## src/rtl/load_ram_pkg.sv

```systemverilog
// Shared definitions for the FRAM init-load return path: default widths,
// timeout default and the transfer FSM encoding.
package load_ram_pkg;

  localparam int DEF_ADDR_W    = 16;
  localparam int DEF_LEN_W     = 11;
  localparam int DEF_AF_ADDR_W = 23;
  localparam int DEF_DATA_W    = 8;
  localparam int DEF_TMO_CYC   = 255;
  localparam int CONS_ADDR_W   = 16;

  typedef enum logic [2:0] {
    S_IDLE  = 3'd0,
    S_ISSUE = 3'd1,
    S_WAIT  = 3'd2,
    S_WRITE = 3'd3,
    S_DONE  = 3'd4
  } state_t;

  // Counter width able to hold the reload value itself.
  function automatic int tmo_width(input int cyc);
    return (cyc < 1) ? 1 : $clog2(cyc + 1);
  endfunction

endpackage

```

## src/rtl/load_ram_tmo.sv

```systemverilog
// Loadable down-counter guarding the wait for a memory read ack.
// expired_o rises in the last permitted wait cycle.
module load_ram_tmo
  import load_ram_pkg::*;
#(
  parameter int TMO_CYC = DEF_TMO_CYC
) (
  input  logic clk,
  input  logic srst,
  input  logic load_i,
  input  logic en_i,
  output logic expired_o
);

  localparam int CNT_W = tmo_width(TMO_CYC);
  localparam logic [CNT_W-1:0] RELOAD = CNT_W'(TMO_CYC);

  logic [CNT_W-1:0] cnt_q;
  logic [CNT_W-1:0] cnt_d;

  always_comb begin
    cnt_d = cnt_q;
    if (load_i) begin
      cnt_d = RELOAD;
    end else if (en_i && (cnt_q != '0)) begin
      cnt_d = cnt_q - CNT_W'(1);
    end
  end

  always_ff @(posedge clk) begin
    if (srst) begin
      cnt_q <= '0;
    end else begin
      cnt_q <= cnt_d;
    end
  end

  // Loaded with TMO_CYC on entry, so a count of one marks the final wait cycle.
  assign expired_o = en_i && (cnt_q == CNT_W'(1));

endmodule

```

## src/rtl/load_ram_dist.sv

```systemverilog
// FRAM init-load return path: fetches a byte run over a req/ack port and
// strobes each byte to the cons or afpga write port (outputs zero when idle).
module load_ram_dist
  import load_ram_pkg::*;
#(
  parameter int ADDR_W    = DEF_ADDR_W,
  parameter int LEN_W     = DEF_LEN_W,
  parameter int AF_ADDR_W = DEF_AF_ADDR_W,
  parameter int DATA_W    = DEF_DATA_W,
  parameter int TMO_CYC   = DEF_TMO_CYC
) (
  input  logic                   sys_clk,
  input  logic                   glbl_rst,
  input  logic                   init_fram_rden,
  input  logic [LEN_W-1:0]       init_fram_length,
  input  logic [ADDR_W-1:0]      init_fram_addr,
  input  logic                   init_dst_sel,
  output logic                   mem_rd_req,
  output logic [ADDR_W-1:0]      mem_rd_addr,
  input  logic                   mem_rd_ack,
  input  logic [DATA_W-1:0]      mem_rd_data,
  output logic                   cons_wren,
  output logic [CONS_ADDR_W-1:0] cons_addr,
  output logic [DATA_W-1:0]      cons_data,
  output logic                   afpga_wren,
  output logic [AF_ADDR_W-1:0]   afpga_addr,
  output logic [DATA_W-1:0]      afpga_wdata,
  output logic                   load_busy,
  output logic                   load_done,
  output logic                   load_err
);

  state_t                   state_q;
  logic [LEN_W-1:0]         len_q;
  logic [ADDR_W-1:0]        start_q;
  logic                     dst_q;
  logic [LEN_W-1:0]         idx_q;
  logic [LEN_W-1:0]         idx_d;
  logic [ADDR_W-1:0]        next_addr_d;

  logic                     req_q;
  logic [ADDR_W-1:0]        rd_addr_q;
  logic                     cons_wren_q;
  logic [CONS_ADDR_W-1:0]   cons_addr_q;
  logic [DATA_W-1:0]        cons_data_q;
  logic                     afpga_wren_q;
  logic [AF_ADDR_W-1:0]     afpga_addr_q;
  logic [DATA_W-1:0]        afpga_wdata_q;
  logic                     busy_q;
  logic                     done_q;
  logic                     err_q;

  logic                     issue_go;
  logic                     tmo_expired;

  assign idx_d       = idx_q + LEN_W'(1);
  assign next_addr_d = start_q + ADDR_W'(idx_d);

  // The issue step is folded into the edge that leaves IDLE/WRITE, so the
  // registered request is already visible in the following cycle.
  always_comb begin
    issue_go = 1'b0;
    case (state_q)
      S_IDLE:  issue_go = init_fram_rden && (init_fram_length != '0);
      S_ISSUE: issue_go = 1'b1;
      S_WRITE: issue_go = (idx_d < len_q);
      default: issue_go = 1'b0;
    endcase
  end

  load_ram_tmo #(
    .TMO_CYC (TMO_CYC)
  ) u_tmo (
    .clk       (sys_clk),
    .srst      (glbl_rst),
    .load_i    (issue_go),
    .en_i      (state_q == S_WAIT),
    .expired_o (tmo_expired)
  );

  always_ff @(posedge sys_clk) begin
    if (glbl_rst) begin
      state_q       <= S_IDLE;
      len_q         <= '0;
      start_q       <= '0;
      dst_q         <= 1'b0;
      idx_q         <= '0;
      req_q         <= 1'b0;
      rd_addr_q     <= '0;
      cons_wren_q   <= 1'b0;
      cons_addr_q   <= '0;
      cons_data_q   <= '0;
      afpga_wren_q  <= 1'b0;
      afpga_addr_q  <= '0;
      afpga_wdata_q <= '0;
      busy_q        <= 1'b0;
      done_q        <= 1'b0;
      err_q         <= 1'b0;
    end else begin
      // Strobes and their payloads are single-cycle; zero them by default.
      cons_wren_q   <= 1'b0;
      cons_addr_q   <= '0;
      cons_data_q   <= '0;
      afpga_wren_q  <= 1'b0;
      afpga_addr_q  <= '0;
      afpga_wdata_q <= '0;
      done_q        <= 1'b0;
      err_q         <= 1'b0;

      case (state_q)
        S_IDLE: begin
          if (init_fram_rden) begin
            len_q   <= init_fram_length;
            start_q <= init_fram_addr;
            dst_q   <= init_dst_sel;
            idx_q   <= '0;
            busy_q  <= 1'b1;
            if (issue_go) begin
              req_q     <= 1'b1;
              rd_addr_q <= init_fram_addr;
              state_q   <= S_WAIT;
            end else begin
              state_q <= S_DONE;
            end
          end
        end

        S_ISSUE: begin
          req_q     <= 1'b1;
          rd_addr_q <= start_q + ADDR_W'(idx_q);
          state_q   <= S_WAIT;
        end

        S_WAIT: begin
          if (mem_rd_ack) begin
            req_q     <= 1'b0;
            rd_addr_q <= '0;
            if (dst_q) begin
              afpga_wren_q  <= 1'b1;
              afpga_addr_q  <= AF_ADDR_W'(idx_q);
              afpga_wdata_q <= mem_rd_data;
            end else begin
              cons_wren_q <= 1'b1;
              cons_addr_q <= CONS_ADDR_W'(idx_q);
              cons_data_q <= mem_rd_data;
            end
            state_q <= S_WRITE;
          end else if (tmo_expired) begin
            req_q     <= 1'b0;
            rd_addr_q <= '0;
            err_q     <= 1'b1;
            done_q    <= 1'b1;
            busy_q    <= 1'b0;
            state_q   <= S_IDLE;
          end
        end

        S_WRITE: begin
          idx_q <= idx_d;
          if (issue_go) begin
            req_q     <= 1'b1;
            rd_addr_q <= next_addr_d;
            state_q   <= S_WAIT;
          end else begin
            state_q <= S_DONE;
          end
        end

        S_DONE: begin
          done_q  <= 1'b1;
          busy_q  <= 1'b0;
          state_q <= S_IDLE;
        end

        default: begin
          state_q <= S_IDLE;
        end
      endcase

      // A request arriving while a transfer owns the engine is refused.
      if (init_fram_rden && (state_q != S_IDLE)) begin
        err_q <= 1'b1;
      end
    end
  end

  assign mem_rd_req  = req_q;
  assign mem_rd_addr = rd_addr_q;
  assign cons_wren   = cons_wren_q;
  assign cons_addr   = cons_addr_q;
  assign cons_data   = cons_data_q;
  assign afpga_wren  = afpga_wren_q;
  assign afpga_addr  = afpga_addr_q;
  assign afpga_wdata = afpga_wdata_q;
  assign load_busy   = busy_q;
  assign load_done   = done_q;
  assign load_err    = err_q;

endmodule
```

## config.mk

```make
export PLATFORM = sky130hd
export DESIGN_NAME = load_ram_dist
export DESIGN_NICKNAME = d
export VERILOG_FILES = /design/src/rtl/load_ram_pkg.sv /design/src/rtl/load_ram_tmo.sv /design/src/rtl/load_ram_dist.sv
export SDC_FILE = /design/constraint.sdc
export NUM_CORES = 1
export LEC_CHECK = 0
export ABC_AREA = 1
export BUFFER_PORTS_ARGS = -buffer_cell sky130_fd_sc_hd__buf_2
export CORE_AREA = 2 2 105 107
export CTS_CLUSTER_SIZE = 30
export DETAILED_ROUTE_END_ITERATION = 16
export DIE_AREA = 0 0 107 109
export PLACE_DENSITY = 0.75
export SLEW_MARGIN = 10
export SYNTH_ARGS = -nofsm -noshare
export SYNTH_HDL_FRONTEND = slang
export SYNTH_SLANG_ARGS = --single-unit
```

## constraint.sdc

```tcl
create_clock -name sys_clk -period 3.6 [get_ports sys_clk]
set_input_delay 0.72 -clock sys_clk [delete_from_list [all_inputs] [get_ports sys_clk]]
set_output_delay 0.72 -clock sys_clk [all_outputs]
set_load 0.03 [all_outputs]
```

### After elaboration in Yosys (flattened, before gate mapping)

Cells that the tools add are included.

| word-level totals | value |
|---|---|
| word-level logic and storage cells | 90 |
| flip-flop bits (word level) | 127 |

| operators by class | value |
|---|---|
| bitwise logic cells | 3 |
| $add $sub $neg | 4 |
| magnitude comparators | 1 |
| eq/ne operators | 11 |
| reductions and logical operators | 21 |
| muxes and demuxes | 31 |

Operator list:

| kind | number |
|---|---|
| $mux W16 | 5 |
| $pmux W16 S4 | 1 |
| $add A16 B11 Y16 | 2 |
| $pmux W11 S2 | 1 |
| $mux W8 | 2 |
| $mux W1 | 12 |
| $mux W3 | 4 |
| $pmux W3 S4 | 1 |
| $add A11 B1 Y11 const B | 1 |
| $lt A11 B11 Y1 | 1 |
| $mux W11 | 1 |
| $reduce_bool A11 Y1 | 1 |
| $ne A2 B2 Y1 const B | 5 |
| $eq A8 B1 Y1 const B | 1 |
| $reduce_bool A8 Y1 | 1 |
| $reduce_or A4 Y1 | 2 |
| $sub A8 B1 Y8 const B | 1 |
| $eq A3 B2 Y1 const B | 2 |
| $pmux W1 S3 | 2 |
| $reduce_and A2 Y1 | 3 |
| $reduce_bool A3 Y1 | 2 |
| $reduce_and A5 Y1 | 1 |
| $logic_and A1 B1 Y1 | 4 |
| $pmux W1 S4 | 1 |
| other kinds (11) | 14 |

### Depth between registers and ports, before layout

Gate-level depths: netlist of the first run.

| depth | value |
|---|---|
| depth after elaboration | 6 |
| depth in mapped cells | 23 |

### By module

Synthesis of the first run repeated with hierarchy kept, for this count alone.

| unflattened totals | value |
|---|---|
| cell total of the unflattened synthesis | 831 |
| area total of the unflattened synthesis | 5,640.4 um2 |

By module, submodules not included:

| module | area an instance (um2) | times used | seq. area each (um2) | cells an instance |
|---|---|---|---|---|
| load_ram_dist | 5,047.3 | 1 | 2,042.0 | 742 |
| load_ram_tmo | 593.1 | 1 | 160.2 | 89 |

### Least setup slack after synthesis of the first run

Ideal clock, no wire load.

| path | value |
|---|---|
| kind | register to register |
| start | register state_q[0] |
| end | register rd_addr_q[12] (netlist: mem_rd_addr[12]) |
| setup time | 114 ps |
| stages on the path, launching flop included | 20 |
| arrival time | 2,710 ps |
| clock period less this slack | 2,824 ps |
| setup slack | 776 ps |
| cell sequence | dfxtp_1 > nand2_4 > nor2_4 > buf_2 > clkbuf_1 > ha_1 > inv_1 > ha_1 > inv_1 > fa_1 > inv_1 > nand3_1 > nand3_1 > nand3_1 > nand3_1 > nand2_1 > nand2_1 > nor2_1 > nor2_1 > nor2_2 |

| on the way | value |
|---|---|
| longest elaborated chain between the ends | 4 |
| elaborated cells between the ends (all ways) | 13 |
| those cells by class | eq/ne: 7; mux: 2; reduce/logical: 4 |

Ends and longest elaborated chain:

| element | line | source |
|---|---|---|
| from (decl) | load_ram_dist.sv:33 | `state_t state_q;` |
| from (signal assigned) | load_ram_dist.sv:83 | `state_q <= S_IDLE;` |
| from (signal assigned) | load_ram_dist.sv:121 | `state_q <= S_WAIT;` |
| from (signal assigned) | load_ram_dist.sv:123 | `state_q <= S_DONE;` |
| $eq A3 B2 Y1 (tied with other cells) | load_ram_dist.sv:63, load_ram_dist.sv:110 |  |
| $pmux W1 S3 or $logic_and A1 B1 Y1 (tied branches) | load_ram_dist.sv:63, load_ram_tmo.sv:39 |  |
| $ne A2 B2 Y1 (no source line) or $ne A3 B3 Y1 (tied branches) | n/a |  |
| $reduce_and A5 Y1 (no source line) | n/a |  |
| to (signal assigned) | load_ram_dist.sv:120 | `rd_addr_q <= init_fram_addr;` |
| to (signal assigned) | load_ram_dist.sv:130 | `rd_addr_q <= start_q + ADDR_W'(idx_q);` |
| to (signal assigned) | load_ram_dist.sv:162 | `rd_addr_q <= next_addr_d;` |
| to (decl) | load_ram_dist.sv:42 | `logic [ADDR_W-1:0] rd_addr_q;` |

Several ways; a longest one is shown, not always the timed one.
A chain may end at the register's enable or synchronous reset.

### Final worst setup path of the first run

| path | value |
|---|---|
| start | register idx_q[0] |
| end | register rd_addr_q[6] (netlist: mem_rd_addr[6]) |

| on the way | value |
|---|---|
| longest elaborated chain between the ends | 5 |
| elaborated cells between the ends (all ways) | 10 |
| those cells by class | add/sub: 3; order compare: 1; eq/ne: 2; mux: 3; reduce/logical: 1 |

Ends and longest elaborated chain:

| element | line | source |
|---|---|---|
| from (decl) | load_ram_dist.sv:37 | `logic [LEN_W-1:0] idx_q;` |
| from (signal assigned) | load_ram_dist.sv:159 | `idx_q <= idx_d;` |
| $add A11 B1 Y11 | load_ram_dist.sv:56 | `assign idx_d = idx_q + LEN_W'(1);` |
| $lt A11 B11 Y1 | load_ram_dist.sv:66 | `S_WRITE: issue_go = (idx_d < len_q);` |
| $pmux W1 S3 | load_ram_dist.sv:63 | `case (state_q)` |
| $ne A2 B2 Y1 (no source line) | n/a |  |
| $reduce_and A5 Y1 (no source line) | n/a |  |

Several ways; a longest one is shown, not always the timed one. The select of a mux whose other input is x is not followed.

==> results of run 1 <==
## layout make-up
cell class	instances	area, sq um
fill	1040	4253
timing repair buffer	102	518.0
multi-input combinational	571	2794
inverter	120	452.9
clock inverter	6	70.07
tap	140	175.2
clock buffer	10	137.6
sequential	110	2202
## placed cells by master (no fill, tap or decap), drive strengths merged
master / instances
clkbuf: 10
inv: 118
nor3b: 1
fa: 1
xor2: 9
clkinv: 5
a31oi: 2
nor3: 6
conb: 17
bufinv: 1
clkinvlp: 2
o31ai: 2
and3: 1
ha: 25
nand2: 216
o21ai: 32
and2: 4
dfxtp: 110
or2: 1
o211ai: 1
nand3b: 4
nor4: 5
o21a: 1
nand4: 8
buf: 102
nor2: 130
a21oi: 58
nand3: 46
a22oi: 1
## routing by layer
metal  up-vias  part of all wire, %
met5         -                    0
met4         0                  1.5
met3        15                  5.6
met2       152                   46
met1      2249                   47
li1       2713                    -
## registers in the layout (all words and copies together), names as in the netlist
register,count
load_err,1
u_tmo.cnt_q,8
dst_q,1
len_q,11
afpga_wren,1
cons_wren,1
cons_addr,11
start_q,16
afpga_wdata,8
state_q,3
load_done,1
mem_rd_addr,16
cons_data,8
mem_rd_req,1
idx_q,11
load_busy,1
afpga_addr,11
## worst max-delay path: stages (launching register included)
cell     delay, ps
dfxtp_1        430
inv_1          160
nor3_1         310
nand2_1         90
nor2_1         260
xor2_1         170
inv_1           80
nand2_1         80
o21ai_0        120
ha_1           380
nand2_1        150
inv_1           50
nand2_1        100
nand3_1        120
or2_2          290
nand3_1         70
nand2_1         60
nor2_1         110
nor2_1          60
## power by group through the flow
stage / Sequential, W / Combinational, W / Clock [W]
final: 0.00155 / 0.00162 / 0.000780
after global routing: 0.00158 / 0.00183 / 0.000844
after CTS: 0.00155 / 0.00162 / 0.000793
after detailed placement: 0.00157 / 0.00160 / 0
after global placement: 0.00157 / 0.00158 / 0
after floorplan: 0.00171 / 0.00115 / 0
## cell families after synthesis
logic type | after synthesis
fa+ha+maj | 26
xor+xnor | 9
flops | 110
buf+inv | 160
simple gates | 422
compound gates | 97
other cells | 1
## path summary, 6_finish.rpt
check                           cells past startpoint             end      start
worst min-delay path                                2       load_busy  load_busy
worst min register to register                      2       load_busy  load_busy
worst max register to register                     18  mem_rd_addr[6]   idx_q[0]
worst max-delay path                               18  mem_rd_addr[6]   idx_q[0]
## stage by stage
stage / setup slack (ps) / power (W)
final: 445.4 / 0.003947
after global routing: 94.08 / 0.004251
after CTS: 465.1 / 0.003958
after detailed placement: 492.3 / 0.003180
after global placement: 519.0 / 0.003149
after floorplan: 776.4 / 0.002863
==> flow_metrics.tcl, run 1 <==
set metrics [dict create \
    worst_slew_pin_slew_ps 675.4 \
    synth_top_family_by_area "simple AND/OR/NAND/NOR gates" \
    run_status "completed" \
    die_h_um 109 \
    num_rows 38 \
    cts_root_buf "clkbuf_8" \
    cts.sinks 110 \
    instances_no_fill 1059 \
    slew_violations 0 \
    cp.required_ps 3890 \
    synth_mux_area_share_pct 0 \
    slew_headroom_pct 54.86 \
    async_flop_share_pct 0 \
    drive_gt1_share_pct 15.23 \
    path_class "flop to flop" \
    wl_per_cell_um 12.23 \
    synth_seq_area_share_pct 39.12 \
    cp-end-kind "flop" \
    p_clk_share_pct 19.8 \
    hold_ws_ps 471.4 \
    period_share_pct 87.63 \
    syn_area_per_cell_sq_um 6.823 \
    maxCapViolations 0 \
    grt_pass1_wl_um 21670 \
    period_minus_slack_ps 3155 \
    final_nets 980 \
    p_leak_nw 3.261 \
    ys_types 40 \
    synth_xor_area_share_pct 1.400 \
    grt_start_max_net_pins 31 \
    start_util_pct 53.09 \
    synthTopCellsByArea "dfxtp_1, nand2_1, nor2_1" \
    cts_made_buffers 9 \
    cp.arrival_ps 3440 \
    combPwrFrac_pct 41.0 \
    place_area_sq_mm 0.006142 \
    worst-r2r-setup-slack_ps 450 \
    grt_pass1_vias 4618 \
    yosysTopAreaCell "dfxtp_1" \
    cts_resized 0 \
    intPower_w 0.002257 \
    ir_worst_vdd_uv 461.6 \
    io_pins 117 \
    firstDrtPassIters 5 \
    drc_errors 0 \
    io_buffer_count 99 \
    power_frac_seq_pct 39.3 \
    die_area_sq_mm 0.01166 \
    synth_top_area_share_pct 39.12 \
    grtUsageMet3_pct 3.228 \
    grt_usage_pct 23.16 \
    first_iter_violations 302 \
    via_per_inst 4.843 \
    synth_compound_area_share_pct 8.891 \
    cts_buffer_depth 2 \
    sw_frac_of_total_pct 42.82 \
    syn_area_sq_mm 0.005629 \
    cts_tree "yes" \
    coreArea_sq_mm 0.01060 \
    switchingPower_w 0.001690 \
    use_met2_pct 38.99 \
    hold_buffers 0 \
    area_delta_synth_final_pct 12.80 \
    worstPathMaxFanout 5 \
    use_met1_pct 30.65 \
    hpwl_um 9721 \
    utilization_pct 59.89 \
    finalSetupTns_ps 0 \
    hold_violations 0 \
    synth-simple-area-share_pct 32.30 \
    ant_nets 0 \
    grt_overflow 0 \
    insertion_delay_ps 380 \
    max_clock_freq_mhz 317.0 \
    die_x_um 107 \
    clk_pin_slew_ps 110 \
    power_density_mw_per_mm2 621.5 \
    diodes 0 \
    place.gp.congestion 0.9198 \
    synth.most_common_cell "nand2_1" \
    synthAdderAreaFrac_pct 5.912 \
    fin_worst_skew_ps 9.281 \
    cp-start-kind "flop" \
    synth_warnings 0 \
    ys_seq_elements 110 \
    wl_um 12950 \
    cts_setup_buffers 0 \
    vias 5129 \
    rsz0062_at_grt "false" \
    antenna_found_initial 0 \
    htreeDepth 3 \
    yosys_most_used_dff "dfxtp_1" \
    hold_class "flop to flop" \
    busiest_layer "met2" \
    synth_edf_count 0 \
    finalInstanceArea_sq_mm 0.006350 \
    synth_cells 825 \
    synthTopCellsByCount "nand2_1, nor2_1, inv_1, dfxtp_1, a21oi_1" \
    setup_viol 0 \
    dp_cells 1043 \
]
Note: power is estimated with default switching activity, not from simulation.
==> run 2: changes to the inputs <==
Settings changed: REMOVE_ABC_BUFFERS set to 1.
==> run 2 against run 1 <==
  * Count of clock-buffer cells in the layout down 1
  * Clock skew increased by 6.6 ps
  * Worst setup slack worse by 43 ps
  * Register-to-register slack got worse by 40 ps
  * Critical endpoint is now mem_rd_addr[9]
==> flow_metrics.tcl, run 2 (synthesis gave the netlist of run 1 again) <==
set metrics [dict create \
    run_status "completed" \
    die_h_um 109 \
    hold_class "flop to flop" \
    diodes 0 \
    insertion_delay_ps 380 \
    vias 5163 \
    drive_gt1_share_pct 15.23 \
    finalSetupTns_ps 0 \
    switchingPower_w 0.001726 \
    htreeDepth 3 \
    power_density_mw_per_mm2 617.8 \
    cts_resized 0 \
    firstDrtPassIters 5 \
    register_area_sq_mm 0.002202 \
    area_delta_synth_final_pct 12.80 \
    cts_root_buf "clkbuf_8" \
    period_minus_slack_ps 3198 \
    worst_r2r_path_depth 19 \
    r2r-start "idx_q[0]" \
    cts_tree "yes" \
    hold_depth 2 \
    cp.arrival_ps 3480 \
    p_leak_nw 3.266 \
    min-delay-start "load_busy" \
    fill_cells 1030 \
    via_per_inst 4.875 \
    mostFrequentLayoutCells "nand2_1, nor2_1, inv_1" \
    cp_common_cell "nand2_1" \
    crit_path_max_incr_delay_ps 440 \
    intPower_w 0.002197 \
    ant_nets 0 \
    cts.sinks 110 \
    grt_usage_pct 22.79 \
    cts_made_buffers 9 \
    layout_commonest_cell "nand2_1" \
    die_area_sq_mm 0.01166 \
    rsz0062_at_grt "false" \
    io_pins 117 \
    num_rows 38 \
    cp.required_ps 3880 \
    hold_violations 0 \
    combPwrFrac_pct 40.8 \
    p_clk_share_pct 19.7 \
    max_clock_freq_mhz 312.7 \
    first_iter_violations 306 \
    wl_um 12740 \
    hold_buffers 0 \
    io_buffer_count 99 \
    grt_pass1_vias 4757 \
    cp-end-kind "flop" \
    maxCapViolations 0 \
    instances_no_fill 1059 \
    slew_violations 0 \
    cp-start-kind "flop" \
    place_area_sq_mm 0.006142 \
    clk_pin_slew_ps 120 \
    fin_worst_skew_ps 15.93 \
    path_class "flop to flop" \
    ir_worst_vdd_uv 351.5 \
    multiInputGateArea_sq_mm 0.002794 \
    slew_headroom_pct 56.65 \
    final_nets 980 \
    power_frac_seq_pct 39.5 \
    period_share_pct 88.83 \
    place.gp.congestion 0.9220 \
    utilization_pct 59.89 \
    hpwl_um 9367 \
    grt_pass1_wl_um 21540 \
    drc_errors 0 \
    cts_setup_buffers 0 \
    wl_per_cell_um 12.03 \
    crit_chain "ha_1 > nand2_1 > nor2_1 > inv_1 > nor3_1 > xor2_1 > inv_1 > nand2_1 > o21ai_0 > ha_1 > nand2_1 > nor2_1 > nand3_1 > nand3_1 > nand2_1 > nand3_1 > nand2_1 > nor2_1 > nor2_1" \
    hold_end "load_busy" \
    setup_viol 0 \
    grt_overflow 0 \
    cpMaxStageDelayCell "dfxtp_1" \
    worst_slew_pin_slew_ps 648.7 \
    antenna_found_initial 0 \
    dp_cells 1043 \
    die_x_um 107 \
    grt_start_max_net_pins 38 \
    sw_frac_of_total_pct 44.00 \
    r2r_end "mem_rd_addr[9]" \
    finalInstanceArea_sq_mm 0.006350 \
    worstPathMaxFanout 5 \
    worst-r2r-setup-slack_ps 400 \
    coreArea_sq_mm 0.01060 \
    cts_buffer_depth 2 \
    start_util_pct 53.09 \
]
==> run 2: cell type report <==
| cell class | count | area share (%) |
|---|---|---|
| Multi-Input combinational cell | 571 | 44.00 |
| Sequential cell | 110 | 34.68 |
| Timing Repair Buffer | 102 | 8.158 |
| Inverter | 120 | 7.133 |
| Tap cell | 140 | 2.759 |
| Clock buffer | 9 | 1.951 |
| Clock inverter | 7 | 1.320 |
==> run 2: how the worst max path moves through the flow <==
stage / to / startpoint / depth (start not counted) / slack (ps)
4_1_cts: mem_rd_addr[9] / idx_q[0] / 20 / 450
6_report: mem_rd_addr[9] / idx_q[0] / 19 / 400
5_1_grt: mem_rd_addr[9] / idx_q[0] / 20 / 60
3_3_place_gp: mem_rd_addr[6] / idx_q[0] / 18 / 530
3_5_place_dp: mem_rd_addr[6] / idx_q[0] / 18 / 510
2_1_floorplan: mem_rd_addr[14] / idx_q[0] / 19 / 940
==> run 2: power by group through the flow <==
| stage | logic, W | registers (W) | clock network [W] |
|---|---|---|---|
| 4_1_cts | 0.00160 | 0.00155 | 0.000787 |
| 3_5_place_dp | 0.00159 | 0.00157 | 0 |
| 6_report | 0.00160 | 0.00155 | 0.000774 |
| 5_1_grt | 0.00182 | 0.00158 | 0.000837 |
| 3_3_place_gp | 0.00158 | 0.00157 | 0 |
| 2_1_floorplan | 0.00105 | 0.00171 | 0 |
==> run 2: routing by layer <==
metal  GRT usage [%]  part of all wire (%)
met2           38.35                    45
met3           2.570                   6.4
met4           7.885                   1.8
met5               0                     0
met1           30.53                    47
==> run 2: worst max-delay path, delay by kind of cell (launching register included) <==
kind            cells  cell delay (ps)
compound gates      1              100
xor+xnor            1              180
fa+ha+maj           2              640
buf+inv             2              150
flops               1              440
simple gates       13             1580
==> run 2: per-stage QoR <==
| step | power (W) | setup WS [ps] | hold WS (ps) |
|---|---|---|---|
| after floorplan | 0.002767 | 944.9 | 437.6 |
| after global placement | 0.003150 | 532.7 | 452.8 |
| after detailed placement | 0.003169 | 513.0 | 452.1 |
| after CTS | 0.003940 | 445.3 | 470.9 |
| after global routing | 0.004234 | 58.74 | 494.1 |
| final | 0.003923 | 402.2 | 470.6 |
==> run 3: changes to the inputs <==
Settings changed: CORE_AREA 2 2 105 107 to 2 2 110 112, CTS_CLUSTER_DIAMETER set to 60, DIE_AREA 0 0 107 109 to 0 0 112 114, PLACE_DENSITY 0.75 to 0.72.
Clock period 3.6 ns to 2.84 ns, I/O delays scaled along.
==> run 3 against run 2 <==
  * Worst setup slack got worse by 270 ps
  * Critical endpoint is now mem_rd_addr[14]
  * Via count rose by 2.4%
  * Sequential share of layout area fell by 2.7 points
  * Largest cell class unchanged
  * Global-route usage fell by 1.6 points
  * Total power rose by 38%
  * Utilization fell by 0.70 points
  * Combinational power rose by 36%
  * Non-clock buffer count rose by 30
  * Count of clock-buffer cells in the layout rose by 1
==> flow_metrics.tcl, run 3 (synthesis gave the netlist of run 1 again) <==
set metrics [dict create \
    run_status "completed" \
    first_iter_violations 383 \
    worstPathMaxFanout 11 \
    period_share_pct 95.28 \
    grt_usage_pct 21.22 \
    p_leak_nw 3.574 \
    htreeDepth 3 \
    wl_um 13840 \
    coreArea_sq_mm 0.01171 \
    wl_per_cell_um 12.63 \
    power_density_mw_per_mm2 779.7 \
    slew_violations 0 \
    cts_made_buffers 9 \
    mostFrequentLayoutCells "nand2_1, nor2_1, inv_1" \
    firstDrtPassIters 5 \
    insertion_delay_ps 360 \
    worst_slew_pin_slew_ps 675.3 \
    hold_class "input port to flop" \
    clk_pin_slew_ps 70 \
    ant_nets 0 \
    io_pins 117 \
    die_x_um 112 \
    cp.arrival_ps 2960 \
    via_per_inst 4.826 \
    die_h_um 114 \
    cts_tree "yes" \
    num_rows 40 \
    cts_buffer_depth 2 \
    slew_headroom_pct 54.87 \
    grt_start_max_net_pins 33 \
    ir_worst_vdd_uv 488.3 \
    area_delta_synth_final_pct 23.14 \
    cp-end-kind "flop" \
    hold_violations 0 \
    cts.sinks 110 \
    cp.required_ps 3090 \
    worst-r2r-setup-slack_ps 130 \
    grt_overflow 0 \
    start_util_pct 48.07 \
    place.gp.congestion 0.9079 \
    setup_viol 0 \
    place_ws_ps -54.85 \
    cp-start-kind "flop" \
    antenna_found_initial 0 \
    grt_pass1_wl_um 22290 \
    die_area_sq_mm 0.01277 \
    path_class "flop to flop" \
    maxCapViolations 0 \
    fill_cells 1105 \
    hpwl_um 9631 \
    io_buffer_count 99 \
    period_minus_slack_ps 2706 \
    fin_worst_skew_ps 8.918 \
    vias 5289 \
    final_nets 1010 \
    cts_root_buf "clkbuf_16" \
    final.setup.worst_slack_ps 134.0 \
    utilization_pct 59.19 \
    layout_commonest_cell "nand2_1" \
    drive_gt1_share_pct 24.34 \
    hold_buffers 0 \
    max_clock_freq_mhz 369.6 \
    diodes 0 \
    grt_pass1_vias 4694 \
    drc_errors 0 \
]
## run 3: cell types whose count changed in the layout (fill, tap and decap cells not counted), sizes merged
cell and change:
bufinv +1, buf +30, inv -4, clkinvlp +2
clkbuf +1
## run 3: path summary, 6_finish.rpt
check / depth (start not counted) / endpoint / from
worst max-delay path: 19 / mem_rd_addr[14] / idx_q[1]
worst min-delay path: 3 / afpga_wdata[1] / mem_rd_data[1]
worst max register to register: 19 / mem_rd_addr[14] / idx_q[1]
worst min register to register: 2 / len_q[3] / len_q[3]
## run 3: cell type report
cell class | count | area [sq um] | area share (%)
flip-flops and latches | 110 | 2215 | 31.95
clock buffers | 10 | 229.0 | 3.303
clock inverters | 6 | 61.31 | 0.8845
well taps | 147 | 183.9 | 2.653
multi-input cells | 571 | 3039 | 43.84
repair buffers | 132 | 747.0 | 10.78
inverters | 120 | 456.7 | 6.588
## run 3: worst max-delay path, cell delays in order (launching register included)
cell     delay [ps]
dfxtp_4         370
inv_2            80
nor3_4          220
nand2_2          90
nor2_4          150
xor2_1          160
inv_1            90
buf_4           140
ha_1            260
nand2_1          90
inv_1            50
nand2_1          80
nand2_1          50
nand2_1          70
nand3_2         120
nand3_4         110
buf_4           190
nand3_1          90
nor2_1          140
nor2_2           50
## run 3: through the flow
step / instance area (sq um) / total power (W) / hold slack [ps] / std cells / setup TNS [ps]
final: 6932 / 0.005405 / 436.8 / 1096 / 0
after global routing: 6932 / 0.005807 / 453.6 / 1096 / -883.1
after CTS: 6554 / 0.005333 / 433.2 / 1080 / 0
after detailed placement: 6256 / 0.004077 / 454.9 / 1064 / -116.5
after global placement: 6256 / 0.004052 / 453.7 / 1064 / 0
after floorplan: 5449 / 0.003507 / 437.6 / 801 / 0
## run 3: what timing repair did
action | CTS | global route
buffers inserted | 0 | 16
endpoints found under the setup margin | 6 | 25
pin swaps | 0 | 36
gates resized for setup | 2 | 80
## run 3: power breakdown
part	switching (W)	total (W)	leakage (nW)	internal, W
Combinational	0.00149	0.00218	2.53	0.000699
Sequential	0.000152	0.00197	0.902	0.00181
Clock	0.000573	0.00126	0.143	0.000683
Total	0.00221	0.00540	3.57	0.00319
## run 3: metal layers
layer	up-vias	track usage (%)	wire length, um
met5	-	0	0
met4	0	7.724	254
met3	16	3.932	756
met2	150	34.22	6323
met1	2343	28.65	6508
li1	2780	-	-
